$ cat src/rtl/lcd_page_ctrl_if.sv
// Bus between the LCD page sequencer, the mode page generators and the LCD pins.
interface lcd_page_ctrl_if #(
    parameter int unsigned NPAGE = 4
);
    logic                 refresh;
    logic [1:0]           mode_sel;
    logic [8*NPAGE-1:0]   chars_in;
    logic [4:0]           index;
    logic                 lcd_rs;
    logic                 lcd_rw;
    logic                 lcd_e;
    logic [7:0]           lcd_data;
    logic                 busy;
    logic                 init_done;
    logic                 frame_done;

    // Sequencer side
    modport master (
        input  refresh, mode_sel, chars_in,
        output index, lcd_rs, lcd_rw, lcd_e, lcd_data, busy, init_done, frame_done
    );

    // Requester / page-generator / LCD side
    modport slave (
        output refresh, mode_sel, chars_in,
        input  index, lcd_rs, lcd_rw, lcd_e, lcd_data, busy, init_done, frame_done
    );
endinterface

$ cat src/rtl/lcd_page_ctrl.sv
// HD44780-style 2x16 character LCD write sequencer: power-up init, then one
// 34-write frame (2 address commands + 32 chars) per refresh request.
module lcd_page_ctrl #(
    parameter int unsigned NPAGE     = 4,
    parameter int unsigned SETUP     = 2,
    parameter int unsigned E_PULSE   = 12,
    parameter int unsigned CMD_WAIT  = 2000,
    parameter int unsigned CLR_WAIT  = 80000,
    parameter int unsigned INIT_WAIT = 800000,
    parameter int unsigned CHAR_LAT  = 2
) (
    input  logic           clk,
    input  logic           rst,
    lcd_page_ctrl_if.master bus
);
    function automatic int unsigned max2(input int unsigned a, input int unsigned b);
        return (a > b) ? a : b;
    endfunction

    localparam int unsigned MAXW = max2(max2(INIT_WAIT, CLR_WAIT),
                                        max2(CMD_WAIT, max2(E_PULSE, SETUP)));
    localparam int unsigned CW   = $clog2(MAXW + 1);
    localparam int unsigned LW   = $clog2(CHAR_LAT + 2);

    typedef enum logic [2:0] {
        S_PWRUP, S_INIT, S_IDLE, S_ADDR, S_FETCH, S_CHAR, S_NEXT, S_WRITE
    } state_t;

    typedef enum logic [1:0] {W_SETUP, W_PULSE, W_WAIT} wphase_t;

    state_t          state;
    state_t          ret_state;
    wphase_t         wph;
    logic [CW-1:0]   cnt;
    logic [LW-1:0]   lat;
    logic [2:0]      step;
    logic [1:0]      mode_q;
    logic            pending;
    logic [7:0]      char_q;
    logic [4:0]      index_q;
    logic            rs_q;
    logic            e_q;
    logic [7:0]      data_q;
    logic            busy_q;
    logic            init_done_q;
    logic            frame_done_q;

    logic [7:0]      init_cmd_c;
    logic [7:0]      page_char_c;
    logic [CW-1:0]   wait_lim_c;

    assign bus.index      = index_q;
    assign bus.lcd_rs     = rs_q;
    assign bus.lcd_rw     = 1'b0;
    assign bus.lcd_e      = e_q;
    assign bus.lcd_data   = data_q;
    assign bus.busy       = busy_q;
    assign bus.init_done  = init_done_q;
    assign bus.frame_done = frame_done_q;

    // Init command sequence and the post-strobe wait (clear display needs the long one)
    always_comb begin
        init_cmd_c = 8'h01;
        case (step)
            3'd0:    init_cmd_c = 8'h38;
            3'd1:    init_cmd_c = 8'h0C;
            3'd2:    init_cmd_c = 8'h06;
            default: init_cmd_c = 8'h01;
        endcase
        wait_lim_c = (!rs_q && data_q == 8'h01) ? CW'(CLR_WAIT - 1) : CW'(CMD_WAIT - 1);
    end

    // Page mux; out-of-range page selections display blanks
    always_comb begin
        page_char_c = 8'h20;
        for (int unsigned p = 0; p < NPAGE; p++) begin
            if (mode_q == 2'(p)) page_char_c = bus.chars_in[8*p +: 8];
        end
    end

    // Sequencer FSM with embedded shared write-cycle engine
    always_ff @(posedge clk or negedge rst) begin
        if (!rst) begin
            state        <= S_PWRUP;
            ret_state    <= S_PWRUP;
            wph          <= W_SETUP;
            cnt          <= '0;
            lat          <= '0;
            step         <= '0;
            mode_q       <= '0;
            pending      <= 1'b0;
            char_q       <= 8'h00;
            index_q      <= '0;
            rs_q         <= 1'b0;
            e_q          <= 1'b0;
            data_q       <= 8'h00;
            busy_q       <= 1'b1;
            init_done_q  <= 1'b0;
            frame_done_q <= 1'b0;
        end else begin
            frame_done_q <= 1'b0;
            if (lat != LW'(CHAR_LAT)) lat <= lat + LW'(1);
            if (bus.refresh && state != S_IDLE) pending <= 1'b1;

            case (state)
                S_PWRUP: begin
                    if (cnt == CW'(INIT_WAIT - 1)) begin
                        cnt   <= '0;
                        state <= S_INIT;
                    end else begin
                        cnt <= cnt + CW'(1);
                    end
                end
                S_INIT: begin
                    if (step == 3'd4) begin
                        init_done_q <= 1'b1;
                        busy_q      <= pending | bus.refresh;
                        state       <= S_IDLE;
                    end else begin
                        rs_q      <= 1'b0;
                        data_q    <= init_cmd_c;
                        step      <= step + 3'd1;
                        ret_state <= S_INIT;
                        wph       <= W_SETUP;
                        cnt       <= '0;
                        state     <= S_WRITE;
                    end
                end
                S_IDLE: begin
                    if (bus.refresh || pending) begin
                        mode_q  <= bus.mode_sel;
                        pending <= 1'b0;
                        index_q <= '0;
                        lat     <= '0;
                        busy_q  <= 1'b1;
                        state   <= S_ADDR;
                    end else begin
                        busy_q <= 1'b0;
                    end
                end
                S_ADDR: begin
                    rs_q      <= 1'b0;
                    data_q    <= (index_q == 5'd16) ? 8'hC0 : 8'h80;
                    ret_state <= S_FETCH;
                    wph       <= W_SETUP;
                    cnt       <= '0;
                    state     <= S_WRITE;
                end
                S_FETCH: begin
                    if (lat == LW'(CHAR_LAT)) begin
                        char_q <= page_char_c;
                        state  <= S_CHAR;
                    end
                end
                S_CHAR: begin
                    rs_q      <= 1'b1;
                    data_q    <= char_q;
                    ret_state <= S_NEXT;
                    wph       <= W_SETUP;
                    cnt       <= '0;
                    state     <= S_WRITE;
                end
                S_NEXT: begin
                    lat <= '0;
                    if (index_q == 5'd31) begin
                        frame_done_q <= 1'b1;
                        index_q      <= '0;
                        busy_q       <= pending | bus.refresh;
                        state        <= S_IDLE;
                    end else begin
                        index_q <= index_q + 5'd1;
                        state   <= (index_q == 5'd15) ? S_ADDR : S_FETCH;
                    end
                end
                S_WRITE: begin
                    case (wph)
                        W_SETUP: begin
                            if (cnt == CW'(SETUP - 1)) begin
                                e_q <= 1'b1;
                                cnt <= '0;
                                wph <= W_PULSE;
                            end else begin
                                cnt <= cnt + CW'(1);
                            end
                        end
                        W_PULSE: begin
                            if (cnt == CW'(E_PULSE - 1)) begin
                                e_q <= 1'b0;
                                cnt <= '0;
                                wph <= W_WAIT;
                            end else begin
                                cnt <= cnt + CW'(1);
                            end
                        end
                        W_WAIT: begin
                            if (cnt == wait_lim_c) begin
                                cnt   <= '0;
                                state <= ret_state;
                            end else begin
                                cnt <= cnt + CW'(1);
                            end
                        end
                        default: wph <= W_SETUP;
                    endcase
                end
                default: state <= S_PWRUP;
            endcase
        end
    end
endmodule
$ cat src/flat_wrapper.sv
// flat-port wrapper written by rule: the top's interface ports become plain ports
module lcd_page_ctrl_flat 
#(
    parameter int unsigned NPAGE     = 4,
    parameter int unsigned SETUP     = 2,
    parameter int unsigned E_PULSE   = 12,
    parameter int unsigned CMD_WAIT  = 2000,
    parameter int unsigned CLR_WAIT  = 80000,
    parameter int unsigned INIT_WAIT = 800000,
    parameter int unsigned CHAR_LAT  = 2
)
  (clk, rst, bus_refresh, bus_mode_sel, bus_chars_in, bus_index, bus_lcd_rs, bus_lcd_rw, bus_lcd_e, bus_lcd_data, bus_busy, bus_init_done, bus_frame_done);
  lcd_page_ctrl_if #(.NPAGE(NPAGE)) bus_i ();
  input  logic clk;
  input  logic rst;
  input wire logic [$bits(bus_i.refresh)-1:0] bus_refresh;
  input wire logic [$bits(bus_i.mode_sel)-1:0] bus_mode_sel;
  input wire logic [$bits(bus_i.chars_in)-1:0] bus_chars_in;
  output wire logic [$bits(bus_i.index)-1:0] bus_index;
  output wire logic [$bits(bus_i.lcd_rs)-1:0] bus_lcd_rs;
  output wire logic [$bits(bus_i.lcd_rw)-1:0] bus_lcd_rw;
  output wire logic [$bits(bus_i.lcd_e)-1:0] bus_lcd_e;
  output wire logic [$bits(bus_i.lcd_data)-1:0] bus_lcd_data;
  output wire logic [$bits(bus_i.busy)-1:0] bus_busy;
  output wire logic [$bits(bus_i.init_done)-1:0] bus_init_done;
  output wire logic [$bits(bus_i.frame_done)-1:0] bus_frame_done;
  assign bus_i.refresh = bus_refresh;
  assign bus_i.mode_sel = bus_mode_sel;
  assign bus_i.chars_in = bus_chars_in;
  assign bus_index = bus_i.index;
  assign bus_lcd_rs = bus_i.lcd_rs;
  assign bus_lcd_rw = bus_i.lcd_rw;
  assign bus_lcd_e = bus_i.lcd_e;
  assign bus_lcd_data = bus_i.lcd_data;
  assign bus_busy = bus_i.busy;
  assign bus_init_done = bus_i.init_done;
  assign bus_frame_done = bus_i.frame_done;
  lcd_page_ctrl #(.NPAGE(NPAGE), .SETUP(SETUP), .E_PULSE(E_PULSE), .CMD_WAIT(CMD_WAIT), .CLR_WAIT(CLR_WAIT), .INIT_WAIT(INIT_WAIT), .CHAR_LAT(CHAR_LAT)) u_core (.clk(clk), .rst(rst), .bus(bus_i));
endmodule
$ cat config.mk
export PLATFORM = sky130hd
export DESIGN_NAME = lcd_page_ctrl_flat
export DESIGN_NICKNAME = d
export VERILOG_FILES = /design/src/rtl/lcd_page_ctrl_if.sv /design/src/rtl/lcd_page_ctrl.sv /design/src/flat_wrapper.sv
export SDC_FILE = /design/constraint.sdc
export NUM_CORES = 1
export LEC_CHECK = 0
export ABC_AREA = 0
export CORE_UTILIZATION = 25
export CTS_CLUSTER_DIAMETER = 120
export DETAILED_ROUTE_END_ITERATION = 10
export GPL_TIMING_DRIVEN = 0
export HOLD_SLACK_MARGIN = 0.1
export PLACE_DENSITY = 0.41
export SYNTH_ARGS = -nofsm -noshare
export SYNTH_HDL_FRONTEND = slang
export SYNTH_SLANG_ARGS = --single-unit
$ cat constraint.sdc
create_clock -name clk -period 2.7 [get_ports clk]
set_clock_uncertainty 0.05 [all_clocks]
set_input_delay 0.405 -clock clk [delete_from_list [all_inputs] [get_ports clk]]
set_output_delay 0.405 -clock clk [all_outputs]
set_load 0.02 [all_outputs]
# Word level (Yosys, flattened, before mapping)
# Index checks and enable logic that the tools add are counted.
[word_totals]
ff_bits = 62
output_inout_bits = 19
[classes]
n_reduce_logical = 26
n_mux = 52
add_sub_neg = 4
n_eq_ne = 40
n_bitwise = 2
[ops]
columns = ["operator", "n"]
rows = [
  ["2-to-1 mux 20 bit", 5],
  ["one-hot mux 20 bit (4 select lines)", 1],
  ["one-hot mux 20 bit (3 select lines)", 1],
  ["2-to-1 mux 8 bit", 5],
  ["2-to-1 mux 3 bit", 9],
  ["one-hot mux 8 bit (3 select lines)", 1],
  ["one-hot mux 3 bit (7 select lines)", 1],
  ["adder 20 x 1 -> 20 bit (second input constant)", 1],
  ["== test 20 x 1 -> 1 bit (second input constant)", 1],
  ["== test 20 bit", 1],
  ["== test 20 bit (second input constant)", 1],
  ["== test 20 x 4 -> 1 bit (second input constant)", 1],
  ["!= test 2 x 1 -> 1 bit (second input constant)", 9],
  ["one-hot mux 6 bit (3 select lines)", 1],
  ["2-to-1 mux 17 bit", 1],
  ["== test 3 bit (second input constant)", 5],
  ["one-hot mux 2 bit (3 select lines)", 2],
  ["AND reduction 2 bit", 6],
  ["2-to-1 mux 1 bit", 11],
  ["== test 5 bit (second input constant)", 2],
  ["2-to-1 mux 2 bit", 5],
  ["2-to-1 mux 5 bit", 2],
  ["one-hot mux 5 bit (2 select lines)", 1],
  ["AND reduction 5 bit", 2],
  ["other kinds (30)", 49],
]

# Depth between registers and ports, before layout
[logic_depth]
word_depth = 7
depth_mapped = 9

# Worst setup path after synthesis
# Ideal clock, no wire load.
[synth_timing]
path_type = "register to register"
start = "register u_core.cnt[8]"
end = "register u_core.cnt[7]"
setup_ns = 0.134
setup_slack_ns = 0.313
arrival_ns = 2.204
path_stages_with_launch = 9
required_ns = 2.516
path_buffers = 2
synth_period_minus_slack_ns = 2.387
cell_sequence = "dfrtp_1 > buf_6 > or4_4 > or4_4 > o21a_4 > o211a_4 > o21ai_2 > buf_6 > o221ai_2"
[synth_via]
elab_chain_len = 4
word_cells_on_any_way = 10
classes_between = "eq/ne: 4; mux: 6"
[synth_rtl]
columns = ["item", "line", "text"]
rows = [
  ["start: declaration", "lcd_page_ctrl.sv:34", "logic [CW-1:0] cnt;"],
  ["start signal: assignment", "lcd_page_ctrl.sv:111", "cnt <= cnt + CW'(1);"],
  ["start signal: assignment", "lcd_page_ctrl.sv:183", "cnt <= cnt + CW'(1);"],
  ["start signal: assignment", "lcd_page_ctrl.sv:192", "cnt <= cnt + CW'(1);"],
  ["== test 20 bit (tied with other cells)", "lcd_page_ctrl.sv:196", "if (cnt == wait_lim_c) begin"],
  ["2-to-1 mux 20 bit (on tied branches)", "lcd_page_ctrl.sv:196, lcd_page_ctrl.sv:178, lcd_page_ctrl.sv:187", ""],
  ["one-hot mux 20 bit (3 select lines)", "lcd_page_ctrl.sv:176", "case (wph)"],
  ["one-hot mux 20 bit (4 select lines) (*)", "lcd_page_ctrl.sv:105", "case (state)"],
]
# Mark *: on every way between the ends. The rest lies on a longest branch, timed or not.
# A chain may end at the register's enable or synchronous reset.

# Worst setup path after layout
[layout_timing]
start = "register u_core.cnt[10]"
end = "register u_core.cnt[7]"
# Same word-level chain as after synthesis.

==> metrics.csv <==
stage,metric,value,unit
synthesis,netlist_area,3880,µm²
sta,slew-limit-headroom,45.0,%
sta,finalCriticalPeriod,2630,ps
synthesis,synth_ff_type,dfrtp_1,
global_route,grt_overflow_total,0,
die,chipHeight,127,µm
die,die_w,127,µm
power,p_leak,1.99,nW
drt,vias,3335,
placed_design,dpl.cell_count,647,
job,max_cap_viol_count,0,
synthesis,ys_top_cells_by_area,"dfrtp_1 39%, ha_1 5.5%, mux4_2 4.6%",
placed_design,finalWeightedCongestion,0.812,
sta,post-route-period-util,97.5,%
clocking,root_buffer,clkbuf_16,
sta,rsz0062_at_grt,true,
layout,design_area,5020,µm²
layout,area_growth_syn_to_layout,29.2,%
drt,drc_errors,0,
drt,wl_per_cell,16.2,µm
worst_setup_path,worstPathRequired,2860,ps
sta,final_max_slew_viol_count,0,
layout,seq_area,1530,µm²
die,core,15200,µm²
placed_design,placed_cell_area,4660,µm²
clocking,clkTransAtPathRegs,60,ps
die,dieArea,16000,µm²
placed_design,place.port_buffers,54,
placed_design,post-dp-hpwl,7.79,mm
global_route,grt_pass1_wl,17.8,mm
status,status,"finished, final reports clean",
global_route,grt_max_degree,62,
sta,setup_viol,0,
worst_setup_path,start_kind,flop,
die,num_rows,45,
sta,finalHoldViolCount,0,
sta,tightest_slew,825,ps
sta,setup_tns,0,ps
worst_setup_path,endpoint_kind,flop,
clocking,cts_tree,done,
synthesis,synth_async_sr_flop_share,100,%
clocking,htreeDepth,3,
synthesis,netlist-cell-type-count,67,
sta,hold_ws,126,ps
power,max-vdd-ir-drop,283,µV
drt,drt_iter0_markers,127,
clocking,cts_made_buffers,9,
drt,via_per_inst,5.04,
global_route,grt_pass1_vias,3343,
clocking,clock_sink_count,61,
synthesis,yosysWarnings,0,
layout,utilization,33.0,%
global_route,antenna_found_initial,0,
synthesis,syn_area_per_cell,9.59,µm²
drt,postRouteAntennaNets,0,
layout,layout.nets,523,
worst_setup_path,worstSetupPathType,flop to flop,
synthesis,synth.top_cell.area_share,38.6,%
clocking,ctsHoldBuffers,0,
drt,dr.pass1.iters,6,
layout,final_cell_mix,"59 x dfrtp_1, 53 x clkdlybuf4s50_1, 44 x nand2_1, 28 x nor2_1, 20 x o21ai_0",
layout,drive_above_1_share,15.4,%
synthesis,synth_seq_cells,61,
synthesis,synth-edff-count,0,
power,p_per_area,446,nW/µm²
layout,final_cells,662,
layout,antennaDiodeCount,0,
drt,wl,10.7,mm
layout,layout_commonest_cell,dfrtp_1,
layout,multi_input_area,2230,µm²
synthesis,seq_area_frac_synth,39.3,%
worst_setup_path,critPathArrivalTime,2790,ps
synthesis,synth_cells,405,
clocking,clockBufferDepth,2,
layout,nFillCells,1606,
die,start_util,25.6,%
worst_hold_path,hold_class,primary input to asynchronous set/reset pin,
synthesis,syn_nets,459,
die,io_pins,56,
worst_setup_path,crit_fanout,10,
sta,timing.fmax,380,MHz
global_route,globalRouteTotalUtil,14.4,%
synthesis,yosys.area.top_type,dfrtp_1,
clocking,clock_latency,340,ps
final timing paths:
path	slack [ps]	end	startpoint	cells past startpoint
hold reg to reg	440	u_core.ret_state[0]$_DFFE_PN0P_	u_core.ret_state[0]$_DFFE_PN0P_	2
max in group asynchronous	1910	u_core.cnt[9]$_DFFE_PN0P_	rst	1
setup reg to reg	70	u_core.cnt[7]$_DFFE_PN0P_	u_core.cnt[10]$_DFFE_PN0P_	7
hold / removal	130	u_core.cnt[11]$_DFFE_PN0P_	rst	1
min in group clk	440	u_core.ret_state[0]$_DFFE_PN0P_	u_core.ret_state[0]$_DFFE_PN0P_	2
setup / recovery	70	u_core.cnt[7]$_DFFE_PN0P_	u_core.cnt[10]$_DFFE_PN0P_	7
synth_stat cells (all sizes together) (10+ instances only):
cell type	n
and3	11
dfrtp	60
a21oi	12
mux2	11
o21ai	24
inv	17
nand2	45
nor2	30
nand3	17
ha	17
a31oi	10
clkbuf	14
layer usage:
layer / up-vias / share of wire (%) / GRT usage [%]
li1: 1626 / - / -
met4: 0 / 1.3 / 4.20
met5: - / 0 / 0
met3: 11 / 4.4 / 4.13
met1: 1619 / 47 / 18.4
met2: 79 / 47 / 23.6
metrics by stage:
stage / setup slack, ps / power [mW]
floorplan: 313 / 0.980
global placement: -1140 / 1.07
detailed placement: -121 / 1.07
CTS: 9.15 / 2.29
global route: -19.5 / 2.33
finish: 67.2 / 2.24
cell type report:
class | instances | area share, %
Clock inverter | 3 | 0.873
Sequential cell | 61 | 30.5
Inverter | 17 | 1.27
Clock buffer | 13 | 5.19
Multi-Input combinational cell | 304 | 44.4
Tap cell | 188 | 4.69
Buffer | 21 | 2.22
Timing Repair Buffer | 55 | 10.9
critical path, cell delays in order, from the launching register on:
cell,delay [ps]
dfrtp_1,440
or4_4,610
or4_4,470
o21a_4,240
o211a_4,190
o21ai_2,180
buf_6,190
o221ai_2,120
what timing repair did:
item / CTS / global route
setup buffers: 0 / 0
resized for setup: 1 / 15
setup endpoints to repair: 19 / 21
gates cloned: 0 / 0
registers in the layout, summed over array words and instances (netlist names), 2 cells and up:
| name | count |
|---|---|
| u_core.bus.index | 5 |
| u_core.bus.lcd_data | 8 |
| u_core.char_q | 8 |
| u_core.cnt | 20 |
| u_core.lat | 2 |
| u_core.mode_q | 2 |
| u_core.ret_state | 2 |
| u_core.state | 3 |
| u_core.step | 3 |
| u_core.wph | 2 |
power breakdown:
part | leakage, nW | switching (mW) | internal, mW
Combinational | 1.10 | 0.0423 | 0.0714
Sequential | 0.740 | 0.00871 | 0.927
Clock | 0.150 | 0.424 | 0.765
logic make-up after synthesis:
group	after synthesis	share of synthesized area, %
flip-flops	61	39.3
buffers and inverters	40	4.54
multiplexers	20	8.08
XOR/XNOR	8	1.80
AO/OA/AOI/OAI	101	19.4
adder cells (fa/ha/maj)	17	5.47
AND/OR/NAND/NOR	157	21.3
other	1	0.0965
No activity file was read; power rests on OpenSTA's default activity.
